`config.mk`:
```
export PLATFORM = sky130hd
export DESIGN_NAME = rnn_host
export DESIGN_NICKNAME = d
export VERILOG_FILES = /design/src/rtl/rnn_pkg.sv /design/src/rtl/rnn_poll_ctr.sv /design/src/rtl/rnn_host.sv
export SDC_FILE = /design/constraint.sdc
export NUM_CORES = 1
export LEC_CHECK = 0
export BUFFER_PORTS_ARGS = -buffer_cell sky130_fd_sc_hd__buf_4
export CAP_MARGIN = 20
export CELL_PAD_IN_SITES_DETAIL_PLACEMENT = 1
export CELL_PAD_IN_SITES_GLOBAL_PLACEMENT = 1
export CORE_MARGIN = 5
export CORE_UTILIZATION = 37
export CTS_CLUSTER_SIZE = 16
export DETAILED_ROUTE_END_ITERATION = 10
export GPL_TIMING_DRIVEN = 0
export MAX_ROUTING_LAYER = met4
export PLACE_DENSITY = 0.82
export SYNTH_ARGS = -nofsm -noshare
export SYNTH_HDL_FRONTEND = slang
export SYNTH_SLANG_ARGS = --single-unit
```
`constraint.sdc`:
```
create_clock -name clk -period 2.4 [get_ports clk]
set_input_delay 0.48 -clock clk [delete_from_list [all_inputs] [get_ports clk]]
set_output_delay 0.48 -clock clk [all_outputs]
set_load 0.02 [all_outputs]
```
`src/rtl/rnn_pkg.sv`:
```
// Shared definitions for the rnn accelerator host: slave register map,
// accelerator dimensions and host sequencer state encoding.
package rnn_pkg;

    localparam logic [2:0] ADDR_START   = 3'd0;
    localparam logic [2:0] ADDR_INPUT   = 3'd1;
    localparam logic [2:0] ADDR_RNN_W   = 3'd2;
    localparam logic [2:0] ADDR_RNN_U   = 3'd3;
    localparam logic [2:0] ADDR_RNN_B   = 3'd4;
    localparam logic [2:0] ADDR_DENSE   = 3'd5;
    localparam logic [2:0] ADDR_DENSE_B = 3'd6;
    localparam logic [2:0] ADDR_RESULT  = 3'd7;

    localparam int EMB_LEN = 4;
    localparam int RNN_LEN = 4;

    localparam logic [3:0] ST_SYNC_CHK  = 4'd0;
    localparam logic [3:0] ST_SYNC_CLR  = 4'd1;
    localparam logic [3:0] ST_SYNC_LD   = 4'd2;
    localparam logic [3:0] ST_IDLE      = 4'd3;
    localparam logic [3:0] ST_FETCH     = 4'd4;
    localparam logic [3:0] ST_WR_EMB    = 4'd5;
    localparam logic [3:0] ST_KICK      = 4'd6;
    localparam logic [3:0] ST_POLL_LD   = 4'd7;
    localparam logic [3:0] ST_DENSE_CMD = 4'd8;
    localparam logic [3:0] ST_POLL_VAL  = 4'd9;
    localparam logic [3:0] ST_RD_RES    = 4'd10;
    localparam logic [3:0] ST_OUT       = 4'd11;
    localparam logic [3:0] ST_ERROR     = 4'd12;

    // States that issue one status poll read per cycle and share the timeout.
    function automatic logic is_poll_state(input logic [3:0] s);
        return (s == ST_SYNC_LD) || (s == ST_POLL_LD) || (s == ST_POLL_VAL);
    endfunction

endpackage

```
`src/rtl/rnn_poll_ctr.sv`:
```
// Poll counter: counts consecutive poll reads and flags the last allowed one.
module rnn_poll_ctr #(
    parameter int POLL_MAX = 1023,
    parameter int CNT_W    = $clog2(POLL_MAX + 1)
) (
    input  logic clk,
    input  logic rst,
    input  logic clear,
    input  logic inc,
    output logic last
);

    logic [CNT_W-1:0] cnt_q;
    logic [CNT_W-1:0] cnt_d;

    // High while the current poll read is the POLL_MAX-th one since entry.
    assign last = (cnt_q == CNT_W'(POLL_MAX - 1));

    // Clear wins over increment; saturate so the flag cannot wrap away.
    always_comb begin
        cnt_d = cnt_q;
        if (clear) begin
            cnt_d = '0;
        end else if (inc && !last) begin
            cnt_d = cnt_q + 1'b1;
        end
    end

    // Counter register.
    always_ff @(posedge clk or posedge rst) begin
        if (rst) begin
            cnt_q <= '0;
        end else begin
            cnt_q <= cnt_d;
        end
    end

endmodule

```
`src/rtl/rnn_host.sv`:
```
// rnn_host: streams embedding vectors into the rnn accelerator, runs each
// recurrent step, triggers the dense layer and returns the result on a
// valid/ready port.
module rnn_host #(
    parameter int EMB_LEN  = rnn_pkg::EMB_LEN,
    parameter int ADDR_W   = 10,
    parameter int LEN_W    = 8,
    parameter int POLL_MAX = 1023
) (
    input  logic              clk,
    input  logic              rst,
    input  logic              seq_start,
    input  logic [LEN_W-1:0]  seq_len,
    output logic              busy,
    output logic              err,
    output logic              emb_rd,
    output logic [ADDR_W-1:0] emb_addr,
    input  logic [15:0]       emb_rdata,
    output logic [2:0]        av_addr,
    output logic              av_write,
    output logic              av_read,
    output logic [31:0]       av_wdata,
    input  logic [31:0]       av_rdata,
    output logic              res_valid,
    input  logic              res_ready,
    output logic [15:0]       res_data,
    output logic              res_class
);
    import rnn_pkg::*;

    logic [3:0]       state_q, state_d;
    logic [LEN_W-1:0] len_q, len_d;
    logic [LEN_W-1:0] char_q, char_d;
    logic [7:0]       elem_q, elem_d;
    logic             err_q, err_d;
    logic [15:0]      res_data_q, res_data_d;
    logic             res_class_q, res_class_d;

    logic             bus_rd, bus_wr;
    logic [2:0]       bus_addr;
    logic [31:0]      bus_wdata;
    logic             poll_last;
    logic             out_en;
    logic             rdata_unused;

    assign rdata_unused = ^av_rdata[31:16];

    rnn_poll_ctr #(
        .POLL_MAX (POLL_MAX)
    ) u_poll_ctr (
        .clk   (clk),
        .rst   (rst),
        .clear (!is_poll_state(state_q)),
        .inc   (is_poll_state(state_q)),
        .last  (poll_last)
    );

    // Sequencer: next state, counters and the single bus operation of this cycle.
    always_comb begin
        state_d     = state_q;
        len_d       = len_q;
        char_d      = char_q;
        elem_d      = elem_q;
        err_d       = err_q;
        res_data_d  = res_data_q;
        res_class_d = res_class_q;
        bus_rd      = 1'b0;
        bus_wr      = 1'b0;
        bus_addr    = 3'd0;
        bus_wdata   = 32'd0;
        case (state_q)
            ST_SYNC_CHK: begin
                bus_rd   = 1'b1;
                bus_addr = ADDR_START;
                state_d  = av_rdata[0] ? ST_SYNC_CLR : ST_SYNC_LD;
            end
            ST_SYNC_CLR: begin
                bus_rd   = 1'b1;
                bus_addr = ADDR_RESULT;
                state_d  = ST_SYNC_LD;
            end
            ST_SYNC_LD: begin
                bus_rd   = 1'b1;
                bus_addr = ADDR_INPUT;
                if (av_rdata[0]) begin
                    state_d = ST_IDLE;
                end else if (poll_last) begin
                    state_d = ST_ERROR;
                    err_d   = 1'b1;
                end
            end
            ST_IDLE: begin
                if (seq_start) begin
                    len_d   = seq_len;
                    char_d  = '0;
                    elem_d  = '0;
                    err_d   = 1'b0;
                    state_d = (seq_len == '0) ? ST_DENSE_CMD : ST_FETCH;
                end
            end
            ST_FETCH: begin
                state_d = ST_WR_EMB;
            end
            ST_WR_EMB: begin
                bus_wr    = 1'b1;
                bus_addr  = ADDR_INPUT;
                bus_wdata = {8'h00, elem_q, emb_rdata};
                if (elem_q == 8'(EMB_LEN - 1)) begin
                    elem_d  = '0;
                    state_d = ST_KICK;
                end else begin
                    elem_d  = elem_q + 1'b1;
                    state_d = ST_FETCH;
                end
            end
            ST_KICK: begin
                bus_wr   = 1'b1;
                bus_addr = ADDR_START;
                state_d  = ST_POLL_LD;
            end
            ST_POLL_LD: begin
                bus_rd   = 1'b1;
                bus_addr = ADDR_INPUT;
                if (av_rdata[0]) begin
                    char_d  = char_q + 1'b1;
                    state_d = (char_d == len_q) ? ST_DENSE_CMD : ST_FETCH;
                end else if (poll_last) begin
                    state_d = ST_ERROR;
                    err_d   = 1'b1;
                end
            end
            ST_DENSE_CMD: begin
                bus_wr   = 1'b1;
                bus_addr = ADDR_RESULT;
                state_d  = ST_POLL_VAL;
            end
            ST_POLL_VAL: begin
                bus_rd   = 1'b1;
                bus_addr = ADDR_START;
                if (av_rdata[0]) begin
                    state_d = ST_RD_RES;
                end else if (poll_last) begin
                    state_d = ST_ERROR;
                    err_d   = 1'b1;
                end
            end
            ST_RD_RES: begin
                bus_rd      = 1'b1;
                bus_addr    = ADDR_RESULT;
                res_data_d  = av_rdata[15:0];
                res_class_d = ~av_rdata[15];
                state_d     = ST_OUT;
            end
            ST_OUT: begin
                if (res_ready) begin
                    state_d = ST_IDLE;
                end
            end
            ST_ERROR: begin
                if (seq_start) begin
                    err_d   = 1'b0;
                    state_d = ST_SYNC_CHK;
                end
            end
            default: begin
                state_d = ST_SYNC_CHK;
            end
        endcase
    end

    // State and datapath registers; reset lands in the slave resync check.
    always_ff @(posedge clk or posedge rst) begin
        if (rst) begin
            state_q     <= ST_SYNC_CHK;
            len_q       <= '0;
            char_q      <= '0;
            elem_q      <= '0;
            err_q       <= 1'b0;
            res_data_q  <= '0;
            res_class_q <= 1'b0;
        end else begin
            state_q     <= state_d;
            len_q       <= len_d;
            char_q      <= char_d;
            elem_q      <= elem_d;
            err_q       <= err_d;
            res_data_q  <= res_data_d;
            res_class_q <= res_class_d;
        end
    end

    // The reset state already issues a read, so strobes are held off while rst is high.
    assign out_en    = ~rst;
    assign av_read   = bus_rd & out_en;
    assign av_write  = bus_wr & out_en;
    assign av_addr   = {3{out_en}} & bus_addr;
    assign av_wdata  = {32{out_en}} & bus_wdata;
    assign emb_rd    = (state_q == ST_FETCH) & out_en;
    assign emb_addr  = ADDR_W'(int'(char_q) * EMB_LEN + int'(elem_q));
    assign busy      = (state_q != ST_IDLE) && (state_q != ST_ERROR) && out_en;
    assign err       = err_q;
    assign res_valid = (state_q == ST_OUT) & out_en;
    assign res_data  = res_data_q;
    assign res_class = res_class_q;

endmodule
```
==> flow_summary.json <==
{
  "crit_path_end_kind": "output port",
  "design_area_um2": 4900,
  "cts.path.max_buffers": 2,
  "route.detailed.drc": 0,
  "worst_pin_slew_ns": 0.657,
  "hold_path_depth": 2,
  "antenna_found_initial": 0,
  "critPathMaxFanout": 2,
  "max-cap-violations": 0,
  "critPathBufInv": 2,
  "yosysSeqAreaShare_pct": 39.2,
  "htreeDepth": 2,
  "status": "complete, but fails checks",
  "row_count": 35,
  "grt_pass1_wl_um": 17500,
  "cp_top_family": "adder cells",
  "dpl_cell_area_um2": 4550,
  "dpl_worst_slack_ns": -0.201,
  "chipWidth_um": 108,
  "wl_um": 10700,
  "cp_slowest_cell": "dfrtp_1",
  "viasPerCell": 5.15,
  "clk_pin_slew_ns": 0.11,
  "synth_edf_count": 0,
  "finalPower_uw": 4200,
  "setup_ws_ns": -0.187,
  "finalSetupViolations": 3,
  "critPathKind": "reg -> out",
  "skew_ns": 0.0123,
  "synth.distinct_cells": 56,
  "hpwl_um": 8260,
  "crit_required_ns": 1.92,
  "gr-total-overflow": 0,
  "place_inst": 632,
  "layout_common_cells": "130 x buf_4, 52 x dfrtp_1, 28 x nand2_1, 27 x and2_1, 23 x nor2_1",
  "syn_area_per_cell_um2": 9.09,
  "grt_pass1_vias": 3592,
  "syn_inst": 393,
  "rsz0062_at_grt": "yes",
  "cts_root_buffer": "clkbuf_8",
  "cts_tree": "done",
  "netlist_area_um2": 3570,
  "cp-startpoint": "elem_q[2]$_DFFE_PP0P_",
  "synth_ff_type": "dfrtp_1",
  "grt_use_total_pct": 18.9,
  "num_antenna_cells": 0,
  "gp_congestion": 0.932,
  "layout.cells.non_filler": 656,
  "power.leakage_uw": 0.00237,
  "design.core.area_um2": 9330,
  "critPathLaunchType": "flip-flop",
  "area_growth_pct": 37.3,
  "min_period_over_period_pct": 108,
  "cp_cell_sequence": "ha_4 -> inv_2 -> fa_2 -> nor2b_2 -> o21ai_2 -> a21oi_2 -> o21a_1 -> nor2_2 -> xnor2_2 -> buf_4",
  "start_util_pct": 38.3,
  "ys_async_sr_fraction_pct": 100,
  "dr.pass1.iters": 4,
  "p_per_area_nw_per_um2": 857,
  "avgRoutedWirePerCell_um": 16.3,
  "timing.reg2reg.setup_slack_ns": 0.14,
  "hold_violations": 0,
  "final_common_cell": "buf_4",
  "critPathArrivalTime_ns": 2.11,
  "slowest_delay_ns": 0.41,
  "rr_endpoint": "state_q[3]$_DFFE_PP0P_",
  "clock.fmax_ghz": 0.387,
  "peakVddDrop_uv": 324,
  "cp-endpoint": "emb_addr[8]",
  "die_y_um": 108,
  "fin_util_pct": 52.6,
  "worstReg2RegStart": "char_q[0]$_DFFE_PP0P_",
  "crit_cells": 10,
  "first_iter_violations": 106,
  "die-area_um2": 11700,
  "cts_buffers": 5,
  "pin_count": 128,
  "holdCritPathClass": "in -> reg",
  "r2r_cells": 7,
  "final_nets": 597,
  "cts.sinks": 56,
  "clkLatencyLatePin_ns": 0.32,
  "drtAntennaViolNets": 0,
  "slew_headroom_pct": 55.9,
  "fin_crit_ns": 2.59,
  "synth-seq-cells": 56,
  "violations": "negative setup slack",
  "grt_max_degree": 41,
  "yosys_warnings": 0,
  "finalMaxSlewViolations": 0,
  "vias": 3377,
  "port_buffers": 102,
  "drive_gt1_share_pct": 38.1
}
-- how the worst min path moves through the flow --
| stage | startpoint | to | slack (ns) |
|---|---|---|---|
| after floorplan | len_q[0]$_DFFE_PP0P_ | len_q[0]$_DFFE_PP0P_ | 0.48 |
| after global placement | res_data[1]$_DFFE_PP0P_ | res_data[1]$_DFFE_PP0P_ | 0.47 |
| after detailed placement | res_data[1]$_DFFE_PP0P_ | res_data[1]$_DFFE_PP0P_ | 0.48 |
| after CTS | av_rdata[15] | res_class$_DFFE_PP0P_ | 0.33 |
| after global routing | av_rdata[15] | res_class$_DFFE_PP0P_ | 0.32 |
| final | av_rdata[15] | res_class$_DFFE_PP0P_ | 0.34 |
-- kinds of logic after synthesis --
family | Yosys count | synth area share [%]
mux | 27 | 8.44
other cells | 1 | 0.105
fa+ha+maj | 11 | 4.06
flops | 56 | 39.2
xor+xnor | 22 | 5.60
buf+inv | 45 | 6.13
simple gates | 150 | 22.3
compound gates | 81 | 14.1
-- timing repair --
| item | in CTS | in global routing |
|---|---|---|
| resized for setup | 26 | 25 |
| pin swaps | 7 | 5 |
| setup buffers | 7 | 9 |
| endpoints found under the setup margin | 33 | 28 |
| hold buffers | 0 | 0 |
-- per-stage QoR --
| step | hold slack [ns] | setup TNS (ns) |
|---|---|---|
| 2_1_floorplan | 0.485 | 0 |
| 3_3_place_gp | 0.474 | -26.69 |
| 3_5_place_dp | 0.484 | -1.69 |
| 4_1_cts | 0.332 | -0.518 |
| 5_1_grt | 0.318 | -0.874 |
| 6_report | 0.345 | -0.399 |
-- state kept, by name, indices dropped and copies added (netlist names) --
name,cells
elem_q,8
res_data,16
err,1
res_class,1
len_q,8
u_poll_ctr.cnt_q,10
state_q,4
char_q,8
-- cell type report --
class / instances / area (um2)
Timing Repair Buffer: 119 / 913
Inverter: 14 / 52.6
Fill cell: 1122 / 4420
Multi-Input combinational cell: 299 / 2080
Sequential cell: 56 / 1410
Clock inverter: 3 / 28.8
Buffer: 31 / 189
Tap cell: 129 / 161
Clock buffer: 5 / 68.8
-- synth_stat cells (11+ instances only) --
cell type | n | area (um2)
dfrtp_1 | 56 | 1400
nand2_1 | 28 | 105
and2_1 | 27 | 169
nor2_1 | 25 | 93.8
o21ai_0 | 21 | 105
a21oi_1 | 18 | 90.1
mux2_2 | 18 | 203
nand3_1 | 18 | 90.1
clkbuf_1 | 14 | 52.6
o21ai_1 | 14 | 70.1
inv_1 | 13 | 48.8
buf_4 | 12 | 90.1
xnor2_1 | 11 | 96.3
-- power breakdown --
| part | switching (uW) | internal (uW) |
|---|---|---|
| clock network | 356 | 222 |
| logic | 1260 | 1010 |
| registers | 199 | 1160 |
| total | 1810 | 2390 |
-- metal layers --
metal / global-route usage (%) / share of wire, % / vias up
met3: 2.45 / 3.4 / 10
met1: 21.5 / 40 / 1669
met5: - / 0 / -
met4: 4.51 / 1.2 / 0
met2: 35.3 / 56 / 73
li1: - / - / 1625
Note: power is estimated with default switching activity, not from simulation.
